`config.mk`:
```
export PLATFORM = sky130hd
export DESIGN_NAME = dmem_arbiter
export DESIGN_NICKNAME = d
export VERILOG_FILES = /design/src/rtl/dmem_arbiter.sv
export SDC_FILE = /design/constraint.sdc
export NUM_CORES = 1
export LEC_CHECK = 0
export CAP_MARGIN = 20
export CORE_AREA = 10 10 108 110
export CTS_BUF_LIST = sky130_fd_sc_hd__clkbuf_4 sky130_fd_sc_hd__clkbuf_8
export CTS_CLUSTER_DIAMETER = 80
export DETAILED_ROUTE_END_ITERATION = 8
export DIE_AREA = 0 0 118 120
export PLACE_DENSITY = 0.69
export SLEW_MARGIN = 10
export SYNTH_ARGS = -nofsm -noshare
export SYNTH_HDL_FRONTEND = slang
export SYNTH_SLANG_ARGS = --single-unit
```
`constraint.sdc`:
```
create_clock -name clk -period 3.8 [get_ports clk]
set_input_delay 0.76 -clock clk [delete_from_list [all_inputs] [get_ports clk]]
set_output_delay 0.76 -clock clk [all_outputs]
set_load 0.02 [all_outputs]
```
`src/rtl/dmem_arbiter.sv`:
```
// dmem_arbiter: shares the single-port data memory between the core load/store
// port and a DMA/loader port. One grant per cycle, read data returned one cycle
// after the grant to the requester that issued the read.
// Optional build macro DMEM_ARB_RR_EN: round-robin arbitration between the two
// requesters instead of core priority with DMA starvation forcing.
module dmem_arbiter #(
   parameter int unsigned ADDR_W   = 32,
   parameter int unsigned DATA_W   = 32,
   parameter int unsigned MAX_WAIT = 4
) (
   input  logic              clk,
   input  logic              reset,
   input  logic              c_req,
   input  logic              c_we,
   input  logic [ADDR_W-1:0] c_addr,
   input  logic [DATA_W-1:0] c_wd,
   output logic              c_gnt,
   output logic              c_stall,
   output logic              c_rvalid,
   output logic [DATA_W-1:0] c_rd,
   input  logic              d_req,
   input  logic              d_we,
   input  logic [ADDR_W-1:0] d_addr,
   input  logic [DATA_W-1:0] d_wd,
   output logic              d_gnt,
   output logic              d_rvalid,
   output logic [DATA_W-1:0] d_rd,
   output logic              m_en,
   output logic              m_we,
   output logic [ADDR_W-1:0] m_addr,
   output logic [DATA_W-1:0] m_wd,
   input  logic [DATA_W-1:0] m_rd
);

   logic d_win;
   logic rpend;
   logic rsel;

`ifdef DMEM_ARB_RR_EN
   // last = 1 when the DMA held the most recent grant
   logic last;

   // Round-robin: on contention the requester not granted most recently wins
   always_comb begin
      d_win = d_req & (~c_req | ~last);
   end

   // Remember who was granted last; idle cycles leave it unchanged
   always_ff @(posedge clk or negedge reset) begin
      if (!reset) begin
         last <= 1'b0;
      end else if (c_gnt | d_gnt) begin
         last <= d_gnt;
      end
   end
`else
   localparam logic [3:0] WMAX = 4'(MAX_WAIT);

   logic [3:0] wcnt;
   logic       forced;

   // Core priority, except when the DMA has been denied MAX_WAIT cycles in a row
   always_comb begin
      forced = d_req & (wcnt == WMAX);
      d_win  = d_req & (~c_req | forced);
   end

   // Count consecutive denied DMA cycles, saturating at MAX_WAIT
   always_ff @(posedge clk or negedge reset) begin
      if (!reset) begin
         wcnt <= '0;
      end else if (~d_req | d_gnt) begin
         wcnt <= '0;
      end else if (wcnt != WMAX) begin
         wcnt <= wcnt + 4'd1;
      end
   end
`endif

   // Grants are gated by reset so nothing reaches memory while reset is low
   always_comb begin
      d_gnt   = reset & d_win;
      c_gnt   = reset & c_req & ~d_win;
      c_stall = c_req & ~c_gnt;
   end

   // Route the granted bundle to memory; all zero when idle
   always_comb begin
      m_en   = c_gnt | d_gnt;
      m_we   = 1'b0;
      m_addr = '0;
      m_wd   = '0;
      if (c_gnt) begin
         m_we   = c_we;
         m_addr = c_addr;
         m_wd   = c_wd;
      end else if (d_gnt) begin
         m_we   = d_we;
         m_addr = d_addr;
         m_wd   = d_wd;
      end
   end

   // Track an outstanding read and which requester owns the returning data
   always_ff @(posedge clk or negedge reset) begin
      if (!reset) begin
         rpend <= 1'b0;
         rsel  <= 1'b0;
      end else begin
         rpend <= m_en & ~m_we;
         rsel  <= d_gnt;
      end
   end

   // Read data is steered to its owner and held at zero otherwise
   always_comb begin
      c_rvalid = rpend & ~rsel;
      d_rvalid = rpend & rsel;
      c_rd     = c_rvalid ? m_rd : '0;
      d_rd     = d_rvalid ? m_rd : '0;
   end

endmodule

```
* Word level (Yosys, flattened, before mapping)
Cells that the tools add are included.
Word-level totals: word-level logic and storage cells 35, input port bits 166, register bits after elaboration 6
Operators by class: multiplexer cells 10, bitwise gates (word level) 18, reduce and logical (&&, ||, !) cells 1, equal/unequal tests 2, $add $sub $neg 1
Operator list (count):
- $mux 32 | 6
- $and 1x1->1 | 9
- $mux 4 | 2
- $not 1->1 | 6
- $add 4x1->4 const B | 1
- $eq 4x3->1 const B | 1
- $ne 4x3->1 const B | 1
- $or 1x1->1 | 3
- $mux 1 | 2
- $reduce_bool 2->1 | 1

* Longest topological paths before layout
depth after elaboration 9, mapped depth 7, depth with buffers taken out 5

* Least setup slack after synthesis
OpenSTA, ideal clock, no wires.
path kind in2out, start point in d_req, end point out m_addr[0], arrival time 1614 ps, slack 1426 ps, required time 3040 ps, stages 4, path buffers 1, cell sequence inv_1 > o211a_4 > clkbuf_1 > a22o_1
Between the ends: word-level cells in the longest chain between the ends 6
Ends and longest elaborated chain:
- start: declaration | RTL line 21 | input logic d_req,
- $and 1x1->1 | RTL line 64 | forced = d_req & (wcnt == WMAX);
- $or 1x1->1 | RTL line 65 | d_win = d_req & (~c_req | forced);
- $and 1x1->1 (*) | RTL line 65
- $and 1x1->1 / $not 1->1 (equally long branches) | RTL line 82, 83
- $mux 32 / $and 1x1->1 (equally long branches) | RTL line 97, 83
- $mux 32 (*) | RTL line 93 | if (c_gnt) begin
- end: declaration | RTL line 30 | output logic [ADDR_W-1:0] m_addr,
Mark *: on every way between the ends. The rest lies on a longest branch, timed or not.

* Worst setup path in the final report
start point in reset, end point out m_addr[5]
Between the ends: word-level cells in the longest chain between the ends 3
Ends and longest elaborated chain:
- start: declaration | RTL line 12 | input logic reset,
- $and 1x1->1, on equally long branches | RTL line 82, 83
- $mux 32 / $and 1x1->1 (equally long branches) | RTL line 97, 83
- $mux 32 (*) | RTL line 93
Marked as above.

==> run summary <==
DR iter-0 viols -> 133
initial antenna violation count -> 0
worst hold margin -> 605.5 ps
DP Area -> 4598 um^2
num rows -> 36
DRC violations left -> 0
Mapped Area -> 1458 um^2
Layout fillers -> 930
switching part of the total -> 35.92%
vias in the first global route -> 2,868
post-DP HPWL -> 10.90 mm
FF-to-FF setup slack -> 1970 ps
Net count, final -> 645
worst-path fanout max -> 28
Placed Cells -> 605
Rel. slew slack -> 43.81%
Die Y-Extent -> 120 um
worst setup path start -> reset
Gate Count Post-Synth -> 187
CORE AREA -> 9549 um^2
root buf cell -> clkbuf_8
Die Wd -> 118 um
drt pass-1 iters -> 4
MaxCap Viol Count -> 0
critical path endpoint category -> output port
net count after synthesis -> 355
wire length per cell -> 20.18 um
Power Total -> 0.0007218 W
post-synth cell types -> 25
synth warn -> 0
status -> completed
setup TNS -> 0 ps
initial core utilization -> 15.26%
switching pwr -> 0.0002593 W
Worst Tran Pin Value -> 842.8 ps
Final Critical Period -> 3519 ps
WL final -> 12.27 mm
htree depth -> 1
CTS Buffer Depth -> 2
skew final -> 2.355 ps
f_max -> 284.2 MHz
Yosys top cell area share -> 39.06%
Max VDD drop -> 0.1342 mV
Combinational Power Share -> 76.7%
worst path required time -> 3040 ps
Sequential cell area -> 150.1 um^2
remaining global-route overflow -> 0
Skew-Pair Late Insertion Delay -> 220 ps
largest net degree at the start of global routing -> 35
port bufs -> 300
post-synthesis to final-layout area growth -> 218.3%
crit path to -> m_addr[5]
via-per-instance ratio -> 4.457
# hold bufs at CTS -> 0
Critical R2R Launch -> wcnt[0]
RePlAce Congestion -> 0.8249
crit path kind -> in -> out
# setup viols final -> 0
HP Start -> wcnt[0]
footprint of the multi-input gates -> 1171 um^2
leading area contributor after synthesis -> a22o_1
CTS tree -> yes
Ports -> 301
Clock Sink Count -> 6
max-slew violation count -> 0
Post-CTS Resized -> 0
Lkg Pwr -> 1.907 nW
GRT Total Usage -> 15.78%
cell area power density -> 155.6 nW/um^2
Antenna diodes -> 0
cell internal pwr -> 0.0004626 W
Final Hold Vio Count -> 0
Worst Hold Class -> reg -> reg
Seq cells post-synth -> 6
Flop pwr share -> 10.3%
Tcrit/Tclk final -> 92.61%
layout cells sized above 1 -> 3.368%
Data arrival, critical path -> 2760 ps
global-route wire length before repair -> 17.85 mm
fin area -> 4639 um^2
Mapped Avg Cell Area -> 7.795 um^2
vias -> 2,710
CTS Buf Count -> 3
Clock Power Share -> 13.0%
Cell Count, Final, Fillers Out -> 608
post-CTS setup buffers -> 0
post-route antenna net violation count -> 0
reg2reg end -> rpend
RSZ-0062 raised after global routing -> false
Die Footprint -> 14,160 um^2
startpoint types -> input pin
Reg2Reg Depth -> 6
post-synthesis sequential area ratio -> 10.30%
top post-synthesis cells by area -> a22o_1 (39%), and2_1 (14%), and3_1 (14%)
clock slew at reported path FFs -> 30 ps
[worst min-delay path by stage]
stage	to	slack [ps]	cells past startpoint
after floorplan	rpend	460	0
after global placement	wcnt[0]	600	3
after detailed placement	wcnt[0]	600	3
after CTS	wcnt[0]	610	3
after global routing	wcnt[0]	670	3
final	wcnt[0]	610	3
[logic make-up (layout without fill, tap and decap cells)]
kind of cell	Yosys count	count (layout)	share of synthesized area (%)
xor gates and xnor gates	1	1	0.6010
and+or+nand+nor	77	77	33.22
muxes	1	1	0.6867
adders and majority gates	2	2	1.716
AOI/OAI and AO/OA	73	73	43.61
buffers and inverters	27	315	9.871
DFF	6	6	10.30
[per-stage QoR]
| step | util [%] | setup slack [ps] |
|---|---|---|
| after global placement | 48.15 | 287.9 |
| final | 48.58 | 281.0 |
| after global routing | 48.58 | 155.1 |
| after detailed placement | 48.15 | 268.8 |
| after CTS | 48.58 | 252.8 |
| after floorplan | - | 1426 |
[synth_stat cells]
library cell  instances
a211oi_1              1
ha_1                  2
a21oi_1               2
a21oi_2               1
o211a_4               1
inv_1                 4
or3_1                 2
nor2_1                1
mux2i_1               1
xnor2_1               1
nand2_1               2
nand2b_1              1
nand3_1               3
and3_1               32
a221oi_1              2
and2_1               33
nor2b_1               2
dfrtp_1               6
o21ai_0               1
clkbuf_1             12
a22o_1               65
nand3b_4              1
buf_6                 3
buf_2                 4
buf_4                 4
[placed cells by master, fill, tap and decap left out]
| cell type | instances |
|---|---|
| xnor2_1 | 1 |
| dfrtp_1 | 6 |
| clkbuf_8 | 3 |
| nand3b_4 | 1 |
| o211a_4 | 1 |
| a21oi_4 | 1 |
| nor2_1 | 1 |
| and2_1 | 33 |
| nand2_1 | 2 |
| inv_1 | 4 |
| buf_12 | 3 |
| nand2b_1 | 1 |
| nor2b_1 | 2 |
| or3_1 | 2 |
| a211oi_1 | 1 |
| a22o_1 | 65 |
| mux2i_1 | 1 |
| o21ai_0 | 1 |
| buf_4 | 7 |
| nand3_1 | 3 |
| a21oi_1 | 2 |
| clkdlybuf4s50_1 | 298 |
| a221oi_1 | 2 |
| and3_1 | 32 |
| ha_1 | 2 |
[per-layer routing]
layer,vias up,track usage (%),part of all wire (%)
met5,-,0,0
met4,0,2.396,0.81
met3,10,8.158,12
met2,191,29.40,51
met1,1211,15.63,36
li1,1298,-,-
[power by group through the flow]
| stage | Combinational, W | Clock, W | Sequential, W |
|---|---|---|---|
| after detailed placement | 0.000559 | 0 | 0.0000753 |
| after global placement | 0.000554 | 0 | 0.0000750 |
| after floorplan | 0.000206 | 0 | 0.0000722 |
| after global routing | 0.000587 | 0.000101 | 0.0000751 |
| after CTS | 0.000561 | 0.0000958 | 0.0000747 |
| final | 0.000554 | 0.0000935 | 0.0000744 |
[critical path, stage by stage]
cell and delay (ps):
clkdlybuf4s50_1 550, nand2_1 120, a21oi_4 140, buf_4 330
a22o_1 210, clkdlybuf4s50_1 630
[cell type report]
class / count / share of cell area (%)
timing repair buffer: 308 / 66.72
tap: 133 / 3.587
inverter: 4 / 0.3236
clock buffer: 3 / 0.8900
sequential: 6 / 3.236
multi-input combinational: 154 / 25.24
[flip-flops by register name, summed over array words and instances (netlist names)]
register	count
wcnt	4
rpend	1
rsel	1
Power figures use the tool's default switching activity.
